--- src/rtl/seg7_scan_ctrl.sv ---
// seg7_scan_ctrl: time-multiplexed seven-segment scan controller.
// Drives DIGITS digit codes onto a shared segment bus with a one-hot digit
// select, a per-digit on-time (DWELL) and an inter-digit dead-time (BLANK).
// Digit writes land in a shadow copy and reach the displayed (active) copy
// only at frame boundaries, so a frame never shows a half-updated value.
// Optional leading-zero blanking: define SEG7_SCAN_LZB_EN.
//
// state   | meaning
// --------+-----------------------------------------------------------
// S_IDLE  | display dark, active copy tracks shadow every cycle
// S_ON    | digit idx lit for DWELL cycles
// S_BLANK | dead-time between digits, all outputs dark for BLANK cycles
module seg7_scan_ctrl #(
  parameter int DIGITS = 4,
  parameter int DWELL  = 1000,
  parameter int BLANK  = 16,
  localparam int AW    = (DIGITS > 2) ? $clog2(DIGITS) : 1
) (
  input  logic              clock_i,
  input  logic              reset_i,
  input  logic              enable_i,
  input  logic              wr_valid_i,
  output logic              wr_ready_o,
  input  logic [AW-1:0]     wr_addr_i,
  input  logic [3:0]        wr_data_i,
  output logic [6:0]        seg_o,
  output logic [DIGITS-1:0] an_o,
  output logic              frame_tick_o
);

  // One shared down-counter serves both the dwell and the blank phase.
  localparam int CMAX = (DWELL > BLANK) ? DWELL : BLANK;
  localparam int CW   = (CMAX > 2) ? $clog2(CMAX) : 1;

  localparam logic [CW-1:0] DWELL_LD = CW'(DWELL - 1);
  localparam logic [CW-1:0] BLANK_LD = CW'((BLANK > 0) ? BLANK - 1 : 0);
  localparam logic [AW-1:0] LAST_IDX = AW'(DIGITS - 1);
  localparam logic [3:0]    CODE_BLANK = 4'd13;

  typedef enum logic [1:0] {
    S_IDLE  = 2'd0,
    S_ON    = 2'd1,
    S_BLANK = 2'd2
  } state_t;

  state_t                   state_q, state_d;
  logic [AW-1:0]            idx_q, idx_d;
  logic [CW-1:0]            cnt_q, cnt_d;
  logic                     tick_q, tick_d;
  logic [DIGITS-1:0][3:0]   shadow_q, shadow_d;
  logic [DIGITS-1:0][3:0]   active_q, active_d;
  logic [6:0]               seg_q, seg_d;
  logic [DIGITS-1:0]        an_q, an_d;
  logic [DIGITS-1:0]        lzb_mask;
  logic                     addr_ok;
  logic [AW-1:0]            idx_next;

  function automatic logic [6:0] decode(input logic [3:0] code);
    logic [6:0] s;
    case (code)
      4'd0:    s = 7'b1111110;
      4'd1:    s = 7'b0110000;
      4'd2:    s = 7'b1101101;
      4'd3:    s = 7'b1111001;
      4'd4:    s = 7'b0110011;
      4'd5:    s = 7'b1011011;
      4'd6:    s = 7'b1011111;
      4'd7:    s = 7'b1110000;
      4'd8:    s = 7'b1111111;
      4'd9:    s = 7'b1111011;
      4'd10:   s = 7'b1100111;
      4'd11:   s = 7'b0110111;
      4'd12:   s = 7'b0000001;
      default: s = 7'b0000000;
    endcase
    return s;
  endfunction

  // The frame copy cycle is exactly the cycle frame_tick is high; holding
  // off writes then keeps shadow stable while it is copied.
  assign wr_ready_o   = ~tick_q;
  assign seg_o        = seg_q;
  assign an_o         = an_q;
  assign frame_tick_o = tick_q;

  assign addr_ok  = ({1'b0, wr_addr_i} < (AW + 1)'(DIGITS));
  assign idx_next = (idx_q == LAST_IDX) ? '0 : idx_q + 1'b1;

  // Shadow write port; accepted writes to a nonexistent digit are dropped.
  always_comb begin
    shadow_d = shadow_q;
    if (wr_valid_i && wr_ready_o && addr_ok) begin
      shadow_d[wr_addr_i] = wr_data_i;
    end
  end

  // Active copy follows shadow while idle, otherwise only on the copy cycle.
  // Using shadow_d lets a write made in the same cycle as enable show in the
  // very first lit cycle.
  always_comb begin
    active_d = active_q;
    if ((state_q == S_IDLE) || tick_q) begin
      active_d = shadow_d;
    end
  end

  // Scan sequencer: state, digit index, phase counter and frame tick.
  always_comb begin
    state_d = state_q;
    idx_d   = idx_q;
    cnt_d   = cnt_q;
    tick_d  = 1'b0;
    if (!enable_i) begin
      state_d = S_IDLE;
      idx_d   = '0;
      cnt_d   = '0;
    end else begin
      case (state_q)
        S_IDLE: begin
          state_d = S_ON;
          idx_d   = '0;
          cnt_d   = DWELL_LD;
        end
        S_ON: begin
          if (cnt_q != '0) begin
            cnt_d = cnt_q - 1'b1;
          end else if (BLANK > 0) begin
            state_d = S_BLANK;
            cnt_d   = BLANK_LD;
          end else begin
            idx_d = idx_next;
            cnt_d = DWELL_LD;
          end
        end
        S_BLANK: begin
          if (cnt_q != '0) begin
            cnt_d = cnt_q - 1'b1;
          end else begin
            state_d = S_ON;
            idx_d   = idx_next;
            cnt_d   = DWELL_LD;
          end
        end
        default: begin
          state_d = S_IDLE;
          idx_d   = '0;
          cnt_d   = '0;
        end
      endcase
      // With dead-time the tick marks the first blank after the last digit;
      // without it, the tick marks the last lit cycle of the last digit so
      // the copy lands exactly as idx wraps back to 0.
      if (BLANK > 0) begin
        tick_d = (state_q == S_ON) && (cnt_q == '0) && (idx_q == LAST_IDX);
      end else begin
        tick_d = (state_d == S_ON) && (cnt_d == '0) && (idx_d == LAST_IDX);
      end
    end
  end

`ifdef SEG7_SCAN_LZB_EN
  // Leading-zero blanking: a zero stays dark while every higher digit is
  // zero or a blank code; digit 0 always shows.
  always_comb begin
    logic lead;
    lead     = 1'b1;
    lzb_mask = '0;
    for (int i = DIGITS - 1; i >= 1; i--) begin
      if (lead && (active_d[i] == 4'd0)) begin
        lzb_mask[i] = 1'b1;
      end
      lead = lead && ((active_d[i] == 4'd0) || (active_d[i] >= CODE_BLANK));
    end
  end
`else
  assign lzb_mask = '0;
`endif

  // Output pins are decoded from the next state so they are registered yet
  // line up with the state they belong to.
  always_comb begin
    an_d  = '0;
    seg_d = '0;
    if (state_d == S_ON) begin
      an_d[idx_d] = 1'b1;
      seg_d       = lzb_mask[idx_d] ? 7'd0 : decode(active_d[idx_d]);
    end
  end

  // State and datapath registers with synchronous reset.
  always_ff @(posedge clock_i) begin
    if (reset_i) begin
      state_q  <= S_IDLE;
      idx_q    <= '0;
      cnt_q    <= '0;
      tick_q   <= 1'b0;
      shadow_q <= {DIGITS{CODE_BLANK}};
      active_q <= {DIGITS{CODE_BLANK}};
      seg_q    <= '0;
      an_q     <= '0;
    end else begin
      state_q  <= state_d;
      idx_q    <= idx_d;
      cnt_q    <= cnt_d;
      tick_q   <= tick_d;
      shadow_q <= shadow_d;
      active_q <= active_d;
      seg_q    <= seg_d;
      an_q     <= an_d;
    end
  end

  // Digit select is never more than one-hot.
  a_an_onehot0: assert property (@(posedge clock_i) disable iff (reset_i)
    $onehot0(an_q));

  // While dark, nothing is shown on the segment bus.
  a_seg_dark: assert property (@(posedge clock_i) disable iff (reset_i)
    (an_q == '0) |-> (seg_q == '0));

endmodule

--- config.mk ---
export PLATFORM = sky130hd
export DESIGN_NAME = seg7_scan_ctrl
export DESIGN_NICKNAME = d
export VERILOG_FILES = /design/src/rtl/seg7_scan_ctrl.sv
export SDC_FILE = /design/constraint.sdc
export NUM_CORES = 1
export LEC_CHECK = 0
export ABC_AREA = 0
export CAP_MARGIN = 10
export CORE_ASPECT_RATIO = 0.75
export CORE_MARGIN = 4
export CORE_UTILIZATION = 45
export CTS_CLUSTER_DIAMETER = 200
export DETAILED_ROUTE_END_ITERATION = 7
export GPL_TIMING_DRIVEN = 0
export PLACE_DENSITY_LB_ADDON = 0.08
export SETUP_SLACK_MARGIN = 0.02
export SLEW_MARGIN = 20
export SYNTH_ARGS = -nofsm -noshare
export SYNTH_HDL_FRONTEND = slang
export SYNTH_SLANG_ARGS = --single-unit
--- constraint.sdc ---
create_clock -name clock_i -period 4.3 [get_ports clock_i]
set_input_delay 0.86 -clock clock_i [delete_from_list [all_inputs] [get_ports clock_i]]
set_output_delay 0.86 -clock clock_i [all_outputs]
set_load 0.01 [all_outputs]
=== Word level (Yosys, flattened, before mapping) ===
Memories as Yosys holds them, arrays and structs flattened. A register that Yosys moved wholly into a read port is not among the register bits.
Cells that the tools add are included.

* Input bits: 10
* Register bits: 51
* Logic and storage cells: 61
* Bits in read-only memories: 112
* Memories kept: 1
* Output and inout port bits: 13

{| class="wikitable"
|+ Memories
! name !! depth !! bits a word !! read ports !! clocked after Yosys merged registers in !! wr ports !! line !! source
|-
| (no name shown) || 16 || 7 || 1 || 1 || 0 || 60 || <nowiki>case (code)</nowiki>
|}

* Multiplexer cells: 22
* Eq/ne operators: 4
* Reduce and logical (&&, ||, !) cells: 12
* Add/subtract/negate cells: 2
* Bitwise logic cells: 3
* Magnitude comparators: 4

{| class="wikitable"
|+ Operators with widths
! kind !! count
|-
| two-way mux 16 bit || 2
|-
| one-hot mux 10 bit (3 select lines) || 1
|-
| two-way mux 10 bit || 2
|-
| bitwise mux 16 bit || 1
|-
| two-way mux 2 bit || 6
|-
| logical NOT 10 bit || 1
|-
| nonzero test 10 bit || 1
|-
| subtractor 10 x 1 -> 10 bit (second input constant) || 1
|-
| binary-select mux 4 bit (select 2 bit) || 1
|-
| demux 4 bit (select 2 bit) || 1
|-
| two-way mux 4 bit || 2
|-
| < comparator 2 x 3 -> 1 bit (second input constant) || 2
|-
| one-hot mux 2 bit (3 select lines) || 1
|-
| logical AND 1 bit || 5
|-
| == test 2 x 1 -> 1 bit (second input constant) || 2
|-
| == test 2 bit (second input constant) || 2
|-
| greater-or-equal comparator 2 x 1 -> 1 bit (second input constant) || 2
|-
| one-hot mux 2 bit (2 select lines) || 1
|-
| OR reduction 2 bit || 2
|-
| inverter 1 bit || 3
|-
| OR reduction 3 bit || 1
|-
| adder 2 x 1 -> 2 bit (second input constant) || 1
|-
| binary-select mux 1 bit (select 2 bit) || 1
|-
| demux 1 bit (select 2 bit) || 1
|-
| 3 further kinds || 4
|}

=== Longest topological paths before layout ===
Gate-level depths: netlist (run 1).

* Depth after elaboration: 9
* Gate-level depth with buffers: 17
* Gate-level depth less buffers: 13

=== Least setup slack after synthesis (run 1) ===
No wires, ideal clock.

* Path type: input port to flip-flop
* Start point: in wr_addr_i[1]
* End point: reg seg_q[1] (netlist: seg_o[1])
* Cell stages on the path: 10
* Setup time: 0.070 ns
* Data required time: 4.230 ns
* Path buffers: 1
* Data arrival time: 3.187 ns
* Path slack: 1.043 ns
* Cell sequence: nor4bb_1 -> clkbuf_1 -> mux2i_1 -> a21oi_1 -> or4_2 -> o211ai_1 -> inv_1 -> ha_1 -> or3b_1 -> a21oi_1

* Word-level cells in the longest chain between the ends: 9
* Elaborated cells between the ends (all ways): 10
* Classes of those cells: order compare: 2; mux: 7; reduce/logical: 1

{| class="wikitable"
|+ RTL lines
! what !! line !! source
|-
| from (decl) || 24 || <nowiki>input logic [AW-1:0] wr_addr_i,</nowiki>
|-
| < comparator 2 x 3 -> 1 bit (implied by the code) or greater-or-equal comparator 2 x 1 -> 1 bit (tied branches) || 93 || <nowiki>shadow_d[wr_addr_i] = wr_data_i;</nowiki>
|-
| logical AND 1 bit (implied by the code) || 93 ||
|-
| two-way mux 4 bit (implied by the code) || 93 ||
|-
| demux 4 bit (select 2 bit) (*) || 93 ||
|-
| bitwise mux 16 bit (*) || 93 ||
|-
| two-way mux 16 bit (*) || 92 || <nowiki>if (wr_valid_i && wr_ready_o && addr_ok) begin</nowiki>
|-
| two-way mux 16 bit (*) || 102 || <nowiki>if ((state_q == S_IDLE) || tick_q) begin</nowiki>
|-
| binary-select mux 4 bit (select 2 bit) (*) || 186 || <nowiki>seg_d = lzb_mask[idx_d] ? 7'd0 : decode(active_d[idx_d]);</nowiki>
|-
| two-way mux 4 bit (implied by the code) (*) || 186 ||
|-
| to (decl) || 52 || <nowiki>logic [6:0] seg_q, seg_d;</nowiki>
|}

Every way passes the cells marked *; elsewhere a longest branch is shown, timed or not. The select of a mux whose other input is x is not followed.
A chain may end at the register's enable or synchronous reset.

=== Worst setup path in the final report (run 1) ===
* Start point: reg state_q[1]
* End point: reg seg_q[6] (netlist: seg_o[6])

* Word-level cells in the longest chain between the ends: 6
* Elaborated cells between the ends (all ways): 18
* Classes of those cells: eq/ne: 3; mux: 11; bitwise: 1; reduce/logical: 3

{| class="wikitable"
|+ RTL lines
! what !! line !! source
|-
| from (decl) || 46 || <nowiki>state_t state_q, state_d;</nowiki>
|-
| from (signal assigned) || 202 || <nowiki>state_q <= state_d;</nowiki>
|-
| == test 2 bit (tied with other cells) || 118 || <nowiki>case (state_q)</nowiki>
|-
| one-hot mux 2 bit (2 select lines) or one-hot mux 2 bit (3 select lines) (tied branches) || 118 ||
|-
| two-way mux 2 bit || 113 || <nowiki>if (!enable_i) begin</nowiki>
|-
| binary-select mux 1 bit (select 2 bit) or == test 2 x 1 -> 1 bit (tied branches) || 186, 184 ||
|-
| two-way mux 1 bit (implied by the code) or inverter 1 bit (tied branches) || n/a ||
|-
| OR reduction 3 bit (no line) || n/a ||
|}

Several ways; a longest one is shown, not always the timed one. The select of a mux whose other input is x is not followed.

==> results of run 1 <==
metal layers:
layer / vias to the layer above / routed length (um)
li1: 1119 / -
met1: 1015 / 2980
met2: 31 / 2640
met3: 11 / 224
met4: 0 / 108
met5: - / 0
logic make-up (layout without fill, tap and decap cells):
family                     count (synthesis)  in the layout  share of synthesized area [%]
AOI/OAI and AO/OA                         63             63                           16.5
xor gates and xnor gates                   3              3                          0.948
adders and majority gates                 13             13                           5.87
buffers and inverters                     25             64                           4.11
DFF                                       58             58                           41.9
muxes                                     21             21                           7.72
and+or+nand+nor                          116            116                           23.0
state kept, by name (all words and copies together) (netlist names):
name / count
cnt_q: 10
an_o: 4
state_q: 2
active_q: 16
idx_q: 2
frame_tick_o: 1
shadow_q: 16
seg_o: 7
per-stage QoR:
stage          hold slack (ps)  power, uW  instances  util [%]  worst slack (ps)
2_1_floorplan              442        688        299         -              1040
4_1_cts                    476       1200        414      55.4               279
3_3_place_gp               459        729        398      52.3              74.5
6_report                   468       1180        416      55.7               432
5_1_grt                    502       1250        416      55.7              71.4
3_5_place_dp               461        731        398      52.3              19.4
power breakdown:
part	total [uW]	internal, uW	leakage, uW	switching (uW)
sequential	567	557	0.000473	10.4
clock	458	255	0.0000965	203
combinational	155	67.7	0.000745	87.4
total	1180	879	0.00132	301
cells in the final DEF, fill, tap and decap left out, types with 2 or more instances in the layout:
| master | synthesis | routed |
|---|---|---|
| dfxtp_1 | 58 | 58 |
| nor2_1 | 42 | 42 |
| nand2b_1 | 25 | 25 |
| clkdlybuf4s50_1 | 0 | 21 |
| mux2i_1 | 18 | 18 |
| a21oi_1 | 18 | 18 |
| nand2_1 | 16 | 16 |
| clkbuf_1 | 12 | 14 |
| ha_1 | 13 | 13 |
| clkbuf_8 | 0 | 12 |
| o21ai_0 | 11 | 11 |
| inv_1 | 9 | 9 |
| a31oi_1 | 5 | 5 |
| a21o_1 | 5 | 5 |
| or2_2 | 5 | 5 |
| buf_4 | 1 | 3 |
| nand3_1 | 3 | 3 |
| o32ai_1 | 3 | 3 |
| o31ai_1 | 3 | 3 |
| or2_1 | 2 | 2 |
| nor4bb_1 | 2 | 2 |
| buf_6 | 2 | 2 |
| nand4b_1 | 2 | 2 |
| o21bai_1 | 2 | 2 |
| o211ai_1 | 2 | 2 |
| a211oi_1 | 2 | 2 |
| mux2_2 | 2 | 2 |
| nor2b_1 | 2 | 2 |
| nor4_1 | 2 | 2 |
| xnor2_1 | 2 | 2 |
| clkinv_2 | 0 | 2 |
critical path, delay by kind of cell, from the launching register on:
family                     cells  cell delay, ps
buffers and inverters          7            1760
AOI/OAI and AO/OA              3             870
adders and majority gates      2             410
DFF                            1             330
muxes                          1             260
and+or+nand+nor                1             130
cell usage after synthesis, types with 3 or more instances:
cell and n:
inv_1 9, nor2_1 42, o31ai_1 3, clkbuf_1 12
nand2b_1 25, o32ai_1 3, ha_1 13, nand2_1 16
a31oi_1 5, or2_2 5, o21ai_0 11, a21oi_1 18
mux2i_1 18, nand3_1 3, dfxtp_1 58, a21o_1 5
final cells by class:
class / count / area, um^2 / area share [%]
plain buffers: 16 / 80.1 / 2.44
clock buffers: 14 / 173 / 5.27
clock inverters: 2 / 10.0 / 0.305
inverters: 9 / 33.8 / 1.03
multi-input cells: 216 / 1500 / 45.7
flip-flops and latches: 58 / 1160 / 35.4
well taps: 78 / 97.6 / 2.98
repair buffers: 23 / 225 / 6.87
worst paths after layout:
check                          from  cells past startpoint  slack (ps)                endpoint
min reg2reg  shadow_q[4]$_SDFF_PP1_                      2         470  shadow_q[4]$_SDFF_PP1_
max           state_q[1]$_SDFF_PP0_                     14         430     seg_o[6]$_SDFF_PP0_
max reg2reg   state_q[1]$_SDFF_PP0_                     14         430     seg_o[6]$_SDFF_PP0_
min          shadow_q[4]$_SDFF_PP1_                      2         470  shadow_q[4]$_SDFF_PP1_
==> results.py, run 1 <==
metrics = {
    "outcome": {
        "status": "complete, no violations",
    },
    "cells_and_area": {
        "syn_to_final_growth_pct": 18.2,
        "nNetsFinal": 356,
        "nFillCells": 561,
        "drive_gt1_share_pct": 11.8,
        "finalInstanceArea_mm2": 0.00328,
        "antenna_cells": 0,
    },
    "floorplan": {
        "core_area_mm2": 0.00589,
        "io_pins": 23,
        "start_util_pct": 47.1,
        "die_area_mm2": 0.00749,
        "die_y_um": 76.0,
        "row_count": 24,
        "die_width_um": 98.6,
    },
    "global_routing": {
        "grtUsageMet3_pct": 5.49,
        "use_met2_pct": 25.2,
        "grt.met1_usage_pct": 22.7,
        "gr-usage-all-layers_pct": 17.0,
        "top_usage_layer": "met2",
        "grt_pass1_wl_mm": 10.1,
        "grt_overflow": 0,
        "antenna_found_initial": 0,
        "grt_max_degree": 11,
        "grt_pass1_vias": 2054,
    },
    "timing": {
        "maxClockFrequency_mhz": 259,
        "finClkSkew_ps": 6.92,
        "rsz0062_at_grt": "false",
        "slew_headroom_pct": 51.3,
        "maxSlewViolCount": 0,
        "period_needed_ps": 3870,
        "finalSetupViolCount": 0,
        "final-hold-violation-count": 0,
        "tns_ps": 0,
        "tightest_slew_ps": 728,
        "finalCritPeriodShare_pct": 89.9,
    },
    "clock_tree": {
        "cts_max_path_buffers": 2,
        "cts_setup_buffers": 0,
        "numCtsBuffers": 9,
        "cts-root-buf": "clkbuf_8",
        "cts_sinks": 58,
        "clk_pin_slew_ps": 60,
        "ctsResizeCount": 0,
        "hold_buffers": 0,
        "worstSkewPairLatency_ps": 340,
        "cts_tree": "yes",
        "htreeDepth": 3,
    },
    "synth": {
        "yosys_warnings": 0,
        "synth_seq_area_share_pct": 41.9,
        "synth_top_area_share_pct": 41.9,
        "synth_seq_cells": 58,
        "synthesis.area_mm2": 0.00277,
        "synth_area_leaders": "dfxtp_1 42%, mux2i_1 6.5%, ha_1 5.9%, nor2_1 5.7%, nand2b_1 5.6%",
        "synth_cell_type_count": 58,
        "yosys.area.top_type": "dfxtp_1",
        "synth-edff-count": 0,
        "synth_fp_nets": 322,
        "synthCells": 299,
        "ys.flop_type": "dfxtp_1",
        "syn_area_per_cell_um2": 9.27,
        "async_flop_share_pct": 0,
    },
    "power_and_ir_drop": {
        "ir_drop_v": 0.000187,
        "p_leak_uw": 0.00132,
        "p_per_area_mw_per_mm2": 360,
    },
    "worst_setup_path": {
        "arrival_ps": 4100,
        "path_cells": "inv_1, ha_1, buf_2, or2_1, clkbuf_1, buf_4, clkbuf_1, clkbuf_1, o21ai_0, o221ai_1, inv_1, ha_1, mux2_2, o32ai_1",
        "crit_slowest_cell": "o221ai_1",
        "worstPathRequired_ps": 4530,
        "crit_path_start_kind": "register",
        "slowest_delay_ps": 540,
        "worst_path_most_repeated_cell": "clkbuf_1",
        "cp-end-kind": "register",
        "crit_fanout": 10,
        "crit_type": "reg -> reg",
    },
    "drt": {
        "drtIter0Drc": 113,
        "viasPerCell": 5.23,
        "num_vias": 2176,
        "wl_mm": 5.96,
        "drc_errors": 0,
        "ant_nets": 0,
        "dr.pass1.iters": 5,
        "routedWlPerCell_um": 14.3,
    },
    "placement": {
        "gp_congestion": 0.763,
        "hpwl_mm": 4.19,
        "place_area_mm2": 0.00308,
        "numPortBuffers": 21,
    },
    "flow_run": {
        "maxCapViolations": 0,
    },
    "min_path": {
        "holdCritPathClass": "reg -> reg",
    },
}
Power figures use the tool's default switching activity.
==> inputs of run 2 (changes only) <==
==> constraint.sdc (replaced) <==
create_clock -name clock_i -period 4.3 [get_ports clock_i]
set_input_delay 0.86 -clock clock_i [delete_from_list [all_inputs] [get_ports clock_i]]
set_output_delay 0.86 -clock clock_i [all_outputs]
set_load 0.1 [all_outputs]
==> results of run 2 <==
The final DEF is identical to that of run 1. Status: complete, no violations.
Main changes from that run: total power 1180 uW -> 1200 uW
==> inputs of run 3 (changes only) <==
--- a/config.mk
+++ b/config.mk
@@ -10,10 +10,10 @@
 export CORE_ASPECT_RATIO = 0.75
 export CORE_MARGIN = 4
 export CORE_UTILIZATION = 45
-export CTS_CLUSTER_DIAMETER = 200
 export DETAILED_ROUTE_END_ITERATION = 7
 export GPL_TIMING_DRIVEN = 0
 export PLACE_DENSITY_LB_ADDON = 0.08
+export REMOVE_ABC_BUFFERS = 1
 export SETUP_SLACK_MARGIN = 0.02
 export SLEW_MARGIN = 20
 export SYNTH_ARGS = -nofsm -noshare
==> results.py, run 3 (synthesis results as in run 1) <==
metrics = {
    "clock_tree": {
        "hold_buffers": 0,
        "cts_setup_buffers": 0,
        "clk_pin_slew_ps": 60,
        "worstSkewPairLatency_ps": 340,
        "cts-root-buf": "clkbuf_8",
        "numCtsBuffers": 9,
        "cts_max_path_buffers": 2,
        "ctsResizeCount": 1,
        "cts_sinks": 58,
        "htreeDepth": 3,
        "cts_tree": "yes",
    },
    "timing": {
        "period_needed_ps": 3990,
        "final-hold-violation-count": 0,
        "rsz0062_at_grt": "false",
        "finClkSkew_ps": 8.56,
        "maxClockFrequency_mhz": 251,
        "layout_setup_ws_ps": 312,
        "maxSlewViolCount": 0,
        "finalSetupViolCount": 0,
        "slew_headroom_pct": 34.1,
        "tightest_slew_ps": 985,
        "finalCritPeriodShare_pct": 92.7,
    },
    "worst_setup_path": {
        "worst_path_most_repeated_cell": "a21oi_1",
        "rr_worst_depth": 10,
        "crit_type": "in -> reg",
        "path_cells": "clkdlybuf4s50_1, nor4bb_2, mux2i_1, a21oi_1, or4_2, o211ai_1, inv_1, ha_1, or3b_1, a21oi_1",
        "arrival_ps": 4240,
        "worstPathRequired_ps": 4550,
        "path_buf_inv": 2,
        "cp-end-kind": "register",
        "rr_endpoint": "seg_o[1]$_SDFF_PP0_",
        "reg2reg_from": "state_q[1]$_SDFF_PP0_",
        "crit_fanout": 6,
        "path_delay_family": "simple AND/OR/NAND/NOR gates",
        "crit_slowest_cell": "nor4bb_2",
        "crit_path_start_kind": "primary input",
        "slowest_delay_ps": 700,
        "reg2reg_slack_ps": 740,
    },
    "placement": {
        "gp_congestion": 0.811,
        "numPortBuffers": 22,
        "place_area_mm2": 0.00302,
        "dp.cells": 383,
        "post-place-ws_ps": -365,
        "hpwl_mm": 3.93,
    },
    "cells_and_area": {
        "final_core_util_pct": 55.0,
        "finalInstanceArea_mm2": 0.00324,
        "final_cells": 399,
        "nFillCells": 581,
        "nNetsFinal": 339,
        "drive_gt1_share_pct": 11.8,
        "layout_commonest_cell": "dfxtp_1",
        "final_cell_mix": "58 x dfxtp_1, 42 x nor2_1, 25 x nand2b_1, 21 x clkdlybuf4s50_1",
        "syn_to_final_growth_pct": 16.7,
        "reg_top3": "active_q (16), shadow_q (16), cnt_q (10)",
        "antenna_cells": 0,
    },
    "floorplan": {
        "io_pins": 23,
        "die_y_um": 76.0,
        "start_util_pct": 47.1,
        "die_width_um": 98.6,
        "die_area_mm2": 0.00749,
        "row_count": 24,
        "core_area_mm2": 0.00589,
    },
    "drt": {
        "routedWlPerCell_um": 13.8,
        "dr.pass1.iters": 4,
        "viasPerCell": 5.27,
        "drc_errors": 0,
        "drtIter0Drc": 89,
        "ant_nets": 0,
        "wl_mm": 5.51,
        "num_vias": 2104,
    },
    "global_routing": {
        "grt_overflow": 0,
        "grt_pass1_wl_mm": 9.45,
        "grt_max_degree": 38,
        "grt_pass1_vias": 1966,
        "gr-usage-all-layers_pct": 15.8,
        "antenna_found_initial": 0,
    },
    "power_and_ir_drop": {
        "sw_frac_of_total_pct": 25.0,
        "power_frac_seq_pct": 44.4,
        "p_per_area_mw_per_mm2": 395,
        "clkPwrFrac_pct": 43.1,
        "intPower_uw": 958,
        "ir_drop_v": 0.000232,
        "pwr-share-comb_pct": 12.5,
        "p_leak_uw": 0.00129,
        "p_switching_uw": 320,
    },
    "flow_run": {
        "maxCapViolations": 0,
    },
    "min_path": {
        "holdCritStartpoint": "shadow_q[7]$_SDFF_PP1_",
        "holdCritPathClass": "reg -> reg",
        "holdPathStages": 2,
        "holdPathEnd": "shadow_q[7]$_SDFF_PP1_",
    },
    "outcome": {
        "status": "complete, no violations",
    },
}
-- run 3: cell count changes in the layout (fill, tap and decap cells not counted), sizes merged --
cell,before,now
buf,6,1
bufinv,0,2
clkbuf,26,11
clkinvlp,0,1
-- run 3: worst min-delay path, stage by stage (launching register included) --
cell,delay [ps]
dfxtp_1,300
mux2i_1,80
nand2b_1,70
-- run 3: worst max-delay path by stage --
stage / from / endpoint / slack, ps / depth (start not counted)
final: wr_addr_i[1] / seg_o[1]$_SDFF_PP0_ / 310 / 10
after global routing: wr_addr_i[0] / seg_o[1]$_SDFF_PP0_ / 90 / 11
after CTS: wr_addr_i[1] / seg_o[1]$_SDFF_PP0_ / 280 / 10
after detailed placement: wr_addr_i[1] / seg_o[1]$_SDFF_PP0_ / -370 / 10
after global placement: wr_addr_i[1] / seg_o[1]$_SDFF_PP0_ / -270 / 10
after floorplan: wr_addr_i[1] / seg_o[1]$_SDFF_PP0_ / 750 / 9
-- run 3: through the flow --
stage               power, uW  hold slack, ps  setup TNS [ps]
floorplan                 693             442               0
global placement          737             459            -874
detailed placement        739             469           -1190
CTS                      1290             487               0
global route             1340             504               0
finish                   1280             479               0
-- run 3: final cells by class --
class / instances / area [um^2] / area share [%]
multi-input cells: 216 / 1510 / 46.7
inverters: 9 / 33.8 / 1.04
well taps: 78 / 97.6 / 3.02
clock buffers: 11 / 141 / 4.37
repair buffers: 22 / 215 / 6.65
flip-flops and latches: 58 / 1160 / 35.9
clock inverters: 5 / 77.6 / 2.40
-- run 3: per-layer routing --
metal	GRT usage, %	wire length [um]
met5	0	0
met4	6.55	95
met3	5.31	252
met2	21.7	2290
met1	22.4	2880
-- run 3: power groups by stage --
stage                     registers [uW]  clock network (uW)  logic [uW]
after floorplan                      593                   0         101
after global placement               579                   0         158
after detailed placement             579                   0         160
after CTS                            567                 566         161
after global routing                 569                 591         178
final                                567                 551         160
